--- config.mk ---
export PLATFORM = sky130hd
export DESIGN_NAME = atmega_spi_arbiter
export DESIGN_NICKNAME = d
export VERILOG_FILES = /design/src/rtl/atmega_spi_arbiter.sv
export SDC_FILE = /design/constraint.sdc
export NUM_CORES = 1
export LEC_CHECK = 0
export BUFFER_PORTS_ARGS = -buffer_cell sky130_fd_sc_hd__buf_2
export CORE_MARGIN = 8
export CORE_UTILIZATION = 40
export DETAILED_ROUTE_END_ITERATION = 10
export GPL_ROUTABILITY_DRIVEN = 0
export PLACE_DENSITY = 0.75
export RECOVER_POWER = 25
export SLEW_MARGIN = 20
export SYNTH_ARGS = -nofsm -noshare
export SYNTH_HDL_FRONTEND = slang
export SYNTH_SLANG_ARGS = --single-unit
--- constraint.sdc ---
create_clock -name clk_i -period 2.5 [get_ports clk_i]
set_input_delay 0.75 -clock clk_i [delete_from_list [all_inputs] [get_ports clk_i]]
set_output_delay 0.75 -clock clk_i [all_outputs]
set_load 0.02 [all_outputs]
--- src/rtl/atmega_spi_arbiter.sv ---
// Round-robin sharing of one atmega SPI master (SPCR/SPSR/SPDR register bus) between REQ_CNT
// requesters. Define ATMEGA_SPI_ARB_TIMEOUT_EN to enable the SPIF poll watchdog and err_o.
module atmega_spi_arbiter #(
  parameter int                           REQ_CNT           = 4,
  parameter int                           BUS_ADDR_DATA_LEN = 8,
  parameter logic [BUS_ADDR_DATA_LEN-1:0] SPCR_ADDR         = 'h20,
  parameter logic [BUS_ADDR_DATA_LEN-1:0] SPSR_ADDR         = 'h21,
  parameter logic [BUS_ADDR_DATA_LEN-1:0] SPDR_ADDR         = 'h22,
  parameter int                           CS_SETUP_CYC      = 2,
  parameter int                           CS_HOLD_CYC       = 2,
  parameter int                           TIMEOUT_CYC       = 1024
) (
  input  logic                         clk_i,
  input  logic                         rst_i,
  input  logic [REQ_CNT-1:0]           req_i,
  output logic [REQ_CNT-1:0]           gnt_o,
  input  logic [8*REQ_CNT-1:0]         cfg_i,
  input  logic [8*REQ_CNT-1:0]         tx_data_i,
  input  logic [REQ_CNT-1:0]           tx_valid_i,
  input  logic [REQ_CNT-1:0]           tx_last_i,
  output logic [REQ_CNT-1:0]           tx_ready_o,
  output logic [7:0]                   rx_data_o,
  output logic [REQ_CNT-1:0]           rx_valid_o,
  output logic [REQ_CNT-1:0]           cs_n_o,
  output logic [BUS_ADDR_DATA_LEN-1:0] spi_addr_o,
  output logic                         spi_wr_o,
  output logic                         spi_rd_o,
  output logic [7:0]                   spi_dat_o,
  input  logic [7:0]                   spi_dat_i,
  output logic                         busy_o,
  output logic                         err_o
);

  localparam int OW    = $clog2(REQ_CNT);
  localparam int CNT_W = $clog2(TIMEOUT_CYC + CS_SETUP_CYC + CS_HOLD_CYC + 1);

  localparam logic [2:0] StIdle  = 3'd0;
  localparam logic [2:0] StArb   = 3'd1;
  localparam logic [2:0] StCfg   = 3'd2;
  localparam logic [2:0] StSetup = 3'd3;
  localparam logic [2:0] StLoad  = 3'd4;
  localparam logic [2:0] StPoll  = 3'd5;
  localparam logic [2:0] StFetch = 3'd6;
  localparam logic [2:0] StHold  = 3'd7;

  logic [2:0]         state_q, state_d;
  logic [REQ_CNT-1:0] gnt_q, gnt_d;
  logic [OW-1:0]      owner_q, owner_d;
  // rr_q is the index where the next search starts (owner + 1 after each transaction).
  logic [OW-1:0]      rr_q, rr_d;
  logic [CNT_W-1:0]   cnt_q, cnt_d;
  logic               last_q, last_d;
  logic [7:0]         rx_data_q, rx_data_d;
  logic [REQ_CNT-1:0] rx_valid_q, rx_valid_d;

  logic [OW-1:0] arb_idx, pick;
  logic          pick_vld;

  always_comb begin
    pick     = '0;
    pick_vld = 1'b0;
    arb_idx  = '0;
    for (int i = 0; i < REQ_CNT; i++) begin
      arb_idx = OW'((int'(rr_q) + i) % REQ_CNT);
      if (!pick_vld && req_i[arb_idx]) begin
        pick_vld = 1'b1;
        pick     = arb_idx;
      end
    end
  end

`ifdef ATMEGA_SPI_ARB_TIMEOUT_EN
  logic err_q, err_d;
`endif

  always_comb begin
    state_d    = state_q;
    gnt_d      = gnt_q;
    owner_d    = owner_q;
    rr_d       = rr_q;
    cnt_d      = '0;
    last_d     = last_q;
    rx_data_d  = rx_data_q;
    rx_valid_d = '0;
`ifdef ATMEGA_SPI_ARB_TIMEOUT_EN
    err_d      = err_q;
`endif
    case (state_q)
      StIdle: if (|req_i) state_d = StArb;
      StArb: begin
        if (pick_vld) begin
          gnt_d        = '0;
          gnt_d[pick]  = 1'b1;
          owner_d      = pick;
          state_d      = StCfg;
        end else begin
          state_d = StIdle;
        end
      end
      StCfg: state_d = StSetup;
      StSetup: begin
        if (cnt_q == CNT_W'(CS_SETUP_CYC - 1)) state_d = StLoad;
        else                                   cnt_d   = cnt_q + 1'b1;
      end
      StLoad: begin
        if (tx_valid_i[owner_q]) begin
          last_d  = tx_last_i[owner_q];
          state_d = StPoll;
        end else if (!req_i[owner_q]) begin
          state_d = StHold;
        end
      end
      StPoll: begin
        if (spi_dat_i[7]) state_d = StFetch;
`ifdef ATMEGA_SPI_ARB_TIMEOUT_EN
        else if (cnt_q == CNT_W'(TIMEOUT_CYC - 1)) begin
          err_d   = 1'b1;
          state_d = StHold;
        end else cnt_d = cnt_q + 1'b1;
`endif
      end
      StFetch: begin
        rx_data_d  = spi_dat_i;
        rx_valid_d = gnt_q;
        state_d    = last_q ? StHold : StLoad;
      end
      StHold: begin
        if (cnt_q == CNT_W'(CS_HOLD_CYC - 1)) begin
          state_d = StIdle;
          gnt_d   = '0;
          rr_d    = (owner_q == OW'(REQ_CNT - 1)) ? '0 : owner_q + 1'b1;
        end else begin
          cnt_d = cnt_q + 1'b1;
        end
      end
      default: state_d = StIdle;
    endcase
  end

  always_ff @(posedge clk_i or posedge rst_i) begin
    if (rst_i) begin
      state_q    <= StIdle;
      gnt_q      <= '0;
      owner_q    <= '0;
      rr_q       <= '0;
      cnt_q      <= '0;
      last_q     <= 1'b0;
      rx_data_q  <= '0;
      rx_valid_q <= '0;
    end else begin
      state_q    <= state_d;
      gnt_q      <= gnt_d;
      owner_q    <= owner_d;
      rr_q       <= rr_d;
      cnt_q      <= cnt_d;
      last_q     <= last_d;
      rx_data_q  <= rx_data_d;
      rx_valid_q <= rx_valid_d;
    end
  end

`ifdef ATMEGA_SPI_ARB_TIMEOUT_EN
  always_ff @(posedge clk_i or posedge rst_i) begin
    if (rst_i) err_q <= 1'b0;
    else       err_q <= err_d;
  end
  assign err_o = err_q;
`else
  assign err_o = 1'b0;
`endif

  // Register bus is decoded straight from state so a reset drops every strobe immediately.
  always_comb begin
    spi_wr_o   = 1'b0;
    spi_rd_o   = 1'b0;
    spi_addr_o = '0;
    spi_dat_o  = '0;
    case (state_q)
      StCfg: begin
        spi_wr_o   = 1'b1;
        spi_addr_o = SPCR_ADDR;
        spi_dat_o  = (cfg_i[8*owner_q +: 8] & 8'h7F) | 8'h50;
      end
      StLoad: begin
        if (tx_valid_i[owner_q]) begin
          spi_wr_o   = 1'b1;
          spi_addr_o = SPDR_ADDR;
          spi_dat_o  = tx_data_i[8*owner_q +: 8];
        end
      end
      StPoll: begin
        spi_rd_o   = 1'b1;
        spi_addr_o = SPSR_ADDR;
      end
      StFetch: begin
        spi_rd_o   = 1'b1;
        spi_addr_o = SPDR_ADDR;
      end
      default: ;
    endcase
  end

  assign gnt_o      = gnt_q;
  assign cs_n_o     = ~gnt_q;
  assign tx_ready_o = (state_q == StLoad) ? gnt_q : '0;
  assign rx_data_o  = rx_data_q;
  assign rx_valid_o = rx_valid_q;
  assign busy_o     = (state_q != StIdle);

endmodule
# Word-level counts from Yosys, hierarchy flattened
# Cells that the tools add are included.
[word_totals] in_bits=86 register_bits=35 elab_cells=104
[op_classes] n_eq_ne=15 mux=48 add_sub_neg=5 reduce_logical=18 bitwise=1 n_shift=2 magnitude_cmp=7
[ops] op="32-bit by 6-bit variable part select with 6-bit output" n=1
[ops] op="32-bit by 6-bit variable part select with 8-bit output" n=1
[ops] op="3-bit one-hot mux with 8 select lines" n=1
[ops] op="6-bit one-hot mux with 4 select lines" n=1
[ops] op="11-bit two-way mux" n=2
[ops] op="2-bit by 3-bit less-than comparator with 1-bit output (second input constant)" n=6
[ops] op="3-bit two-way mux" n=6
[ops] op="4-bit two-way mux" n=4
[ops] op="8-bit one-hot mux with 2 select lines" n=1
[ops] op="1-bit binary-select mux with 2-bit select" n=7
[ops] op="1-bit two-way mux" n=14
[ops] op="2-bit two-way mux" n=7
[ops] op="3-bit == test (second input constant)" n=4
[ops] op="11-bit by 1-bit adder with 11-bit output (second input constant)" n=1
[ops] op="11-bit by 1-bit == test with 1-bit output (second input constant)" n=1
[ops] op="2-bit inequality test (second input constant)" n=5
[ops] op="8-bit two-way mux" n=1
[ops] op="4-bit one-hot mux with 2 select lines" n=1
[ops] op="3-bit by 2-bit == test with 1-bit output (second input constant)" n=2
[ops] op="6-bit two-way mux" n=1
[ops] op="2-bit AND reduction" n=3
[ops] op="5-bit AND reduction" n=1
[ops] op="2-bit by 1-bit adder with 2-bit output (second input constant)" n=2
[ops] op="2-bit adder (second input constant)" n=2
[ops] op="other kinds (15)" n=21

# Longest topological paths before layout
[logic_depth] ltp_word=18 mapped_depth=6 mapped_depth_nobuf=6

# Worst setup path after synthesis
# OpenSTA, ideal clock, no wires.
[synth_timing] path_kind="input -> output" from="input port tx_valid_i[3]" to="output port spi_addr_o[5]" path_buffers=0 stages=3 arrival_ns=1.975 path_slack_ns=-0.225 path_cell_list="mux4_2 -> o21a_1 -> or3b_1"
[synth_between] elab_chain_len=4
[synth_rtl] item="start, declared" line="19" rtl="input logic [REQ_CNT-1:0] tx_valid_i,"
[synth_rtl] item="1-bit binary-select mux with 2-bit select" line="185" rtl="if (tx_valid_i[owner_q]) begin"
[synth_rtl] item="1-bit two-way mux (not written as such)" line="185"
[synth_rtl] item="6-bit two-way mux" line="185"
[synth_rtl] item="6-bit one-hot mux with 4 select lines" line="178" rtl="case (state_q)"
[synth_rtl] item="end, declared" line="25" rtl="output logic [BUS_ADDR_DATA_LEN-1:0] spi_addr_o,"
# Every way passes these cells. The select of a mux whose other input is x is not followed.

# Worst setup path in the final report
# Ends and elaborated chain as after synthesis.

==> load_flow_metrics.sql <==
INSERT INTO impl_metrics (metric_group, metric, value, unit) VALUES
('floorplanning', 'die_h', '90.5', 'um'),
('route', 'postRouteAntennaNets', '0', ''),
('setup_path', 'critPathMostFrequentCell', 'buf_6', ''),
('pwr', 'worst_ir_drop_vdd', '0.000602', 'V'),
('sta', 'final-hold-violation-count', '0', ''),
('placed_design', 'numPortBuffers', '111', ''),
('setup_path', 'worst-endpoint-required', '1.75', 'ns'),
('sta', 'grt_setup_unrepaired', 'true', ''),
('route', 'avgViaCountPerCell', '5.24', ''),
('yosys', 'synth_cell_type_count', '45', ''),
('final_layout', 'ant_diodes', '0', ''),
('yosys', 'synthesis.instances', '212', ''),
('pwr', 'power.switching', '1.50', 'mW'),
('pwr', 'p_total', '3.45', 'mW'),
('route', 'drtPass1Iterations', '5', ''),
('run', 'cap_viol_max_count', '0', ''),
('setup_path', 'cp_data_arrival_time', '2.09', 'ns'),
('route', 'dr_wl_met2', '3600', 'um'),
('worst_hold_path', 'worst_hold_path_type', 'flop to flop', ''),
('route', 'highest_layer', 'met4', ''),
('global_route', 'gr-total-overflow', '0', ''),
('route', 'drc_errors', '0', ''),
('sta', 'setup_viol_count_final', '10', ''),
('cts', 'tritoncts_num_sinks', '35', ''),
('yosys', 'synth.top_cell.area_share', '0.394', ''),
('outcome', 'status', 'finished, violations left', ''),
('cts', 'cts.clk_slew.worst_paths', '0.07', 'ns'),
('pwr', 'p_int', '1.95', 'mW'),
('outcome', 'failed_checks', 'setup timing', ''),
('pwr', 'power.share.combinational', '0.621', ''),
('yosys', 'synth_top_flop_cell', 'dfrtp_1', ''),
('cts', 'htree_levels', '2', ''),
('pwr', 'power.clock.fraction', '0.115', ''),
('route', 'routed_wirelength', '6770', 'um'),
('pwr', 'power-per-cell-area', '1080', 'mW/mm^2'),
('sta', 'tightestPinTransition', '0.836', 'ns'),
('yosys', 'synth_enable_flop_cells', '0', ''),
('final_layout', 'design.final.nets', '421', ''),
('yosys', 'synth.avg_cell_area', '10.5', 'sq um'),
('sta', 'worst_slew_margin_rel', '0.443', ''),
('yosys', 'synth_largest_area_cell', 'dfrtp_1', ''),
('yosys', 'synth.area.top_cells', 'dfrtp_1 39%, mux4_2 16%, mux2_2 5.1%', ''),
('placed_design', 'place_hpwl', '5260', 'um'),
('global_route', 'maximum_number_of_pins_on_one_net_before_global_route_repair', '36', ''),
('route', 'met3_wirelength', '571', 'um'),
('sta', 'fin_tns_setup', '-1.92', 'ns'),
('floorplanning', 'die_area', '0.00819', 'sq mm'),
('global_route', 'via_count_of_the_first_global_routing_pass', '2353', ''),
('yosys', 'ys_top_cells_by_count', '35 x dfrtp_1, 22 x inv_1, 19 x nor2_1, 16 x mux4_2, 12 x nand2_1', ''),
('yosys', 'syn-cell-area', '0.00222', 'sq mm'),
('global_route', 'initial_antenna_violation_count', '0', ''),
('floorplanning', 'num_rows', '27', ''),
('sta', 'final_max_slew_viol_count', '0', ''),
('floorplanning', 'core-area', '0.00544', 'sq mm'),
('cts', 'cts_made_buffers', '5', ''),
('cts', 'cts-root-buf', 'clkbuf_8', ''),
('yosys', 'synth-async-reset-ratio', '1.00', ''),
('pwr', 'cellLeakagePower', '1.57', 'nW'),
('floorplanning', 'chipWidth', '90.5', 'um'),
('setup_path', 'crit_buf_inv', '2', ''),
('cts', 'clock_tree_buf_depth', '2', ''),
('sta', 'finalCriticalPeriod', '2.84', 'ns'),
('sta', 'final.setup_skew', '0.00626', 'ns'),
('final_layout', 'post_route_cells_drive_above_1_share', '0.520', ''),
('final_layout', 'layout-area-overhead-vs-synth', '43.4', '%'),
('sta', 'fin_ws', '-0.337', 'ns'),
('route', 'drt_iter0_drc', '75', ''),
('yosys', 'synth.most_common_cell', 'dfrtp_1', ''),
('cts', 'hold_buffers', '0', ''),
('cts', 'clk-insertion-delay-late', '0.29', 'ns'),
('yosys', 'seq_area_frac_synth', '0.394', '');
## area by class of cell
class,instances,area (sq um),share of cell area
clock buffers,5,68.8,0.0216
clock inverters,3,15.0,0.00471
inverters,22,82.6,0.0259
multi-input cells,145,1300,0.408
flip-flops and latches,35,877,0.275
well taps,72,90.1,0.0283
repair buffers,123,751,0.236
## cell families after synthesis
family          count (synthesis)  share of synthesized area
fa+ha+maj                       3                     0.0169
buf+inv                        37                     0.0783
flops                          35                      0.394
other cells                     1                    0.00169
mux                            28                      0.223
xor+xnor                        9                     0.0355
simple gates                   70                      0.164
compound gates                 29                     0.0868
## final timing paths
kind	start	endpoint	slack [ns]	cells past startpoint
setup / recovery	tx_valid_i[3]	spi_addr_o[5]	-0.34	5
hold / removal	rx_data_o[7]	rx_data_o[7]	0.50	1
setup reg to reg	owner_q[0]	last_q	0.67	6
hold reg to reg	rx_data_o[7]	rx_data_o[7]	0.50	1
max in group asynchronous	rst_i	owner_q[0]	1.22	3
min in group asynchronous	rst_i	rx_data_o[7]	0.70	3
## power by group through the flow
stage / Clock, mW / Combinational (mW) / Sequential [mW]
2_1_floorplan: 0 / 1.20 / 0.970
3_3_place_gp: 0 / 1.78 / 0.896
3_5_place_dp: 0 / 1.83 / 0.906
4_1_cts: 0.409 / 2.05 / 0.903
5_1_grt: 0.426 / 2.30 / 0.938
6_report: 0.396 / 2.14 / 0.910
## through the flow
step                cells  utilization  cell area (sq um)
finish                405        0.586               3190
global route          405        0.586               3190
CTS                   406        0.576               3140
detailed placement    395        0.529               2880
global placement      395        0.529               2880
floorplan             217            -               2250
## repair_timing
action,4_1_cts,5_1_grt
pin swaps,4,1
setup buffers,3,0
resized for setup,40,12
setup endpoints to repair,10,11
## routing by layer
metal | up-vias | GRT usage
li1 | 987 | -
met1 | 1006 | 0.168
met2 | 108 | 0.296
met3 | 21 | 0.0648
met4 | 0 | 0.0610
met5 | - | 0
## sequential cells by signal, summed over array words and instances, names as in the netlist
register / flops
cnt_q: 11
last_q: 1
rx_data_o: 8
rr_q: 2
gnt_o: 4
owner_q: 2
state_q: 3
rx_valid_o: 4
## placed cells by master, fill, tap and decap left out, types with 2 or more instances in the layout
cell	Yosys	final
buf_2	4	99
and2_1	5	5
and3_1	5	4
clkbuf_8	0	5
o21ai_0	6	4
o21ai_2	0	2
inv_1	22	22
a32o_1	2	2
nor2b_1	2	2
dfrtp_1	35	34
buf_12	0	2
nand3_1	6	6
o22ai_4	0	5
or3_1	3	3
nand4_1	4	4
mux2_2	10	10
mux4_2	16	16
buf_6	1	14
nor2_1	19	19
clkinv_2	0	3
buf_4	6	7
nand2_1	12	10
nor3_1	3	3
ha_1	3	3
conb_1	1	6
nand2_4	0	2
o31ai_1	3	3
xor2_1	5	5
a21oi_1	4	4
o22ai_1	7	2
xnor2_1	4	4
No activity file was read; power rests on OpenSTA's default activity.
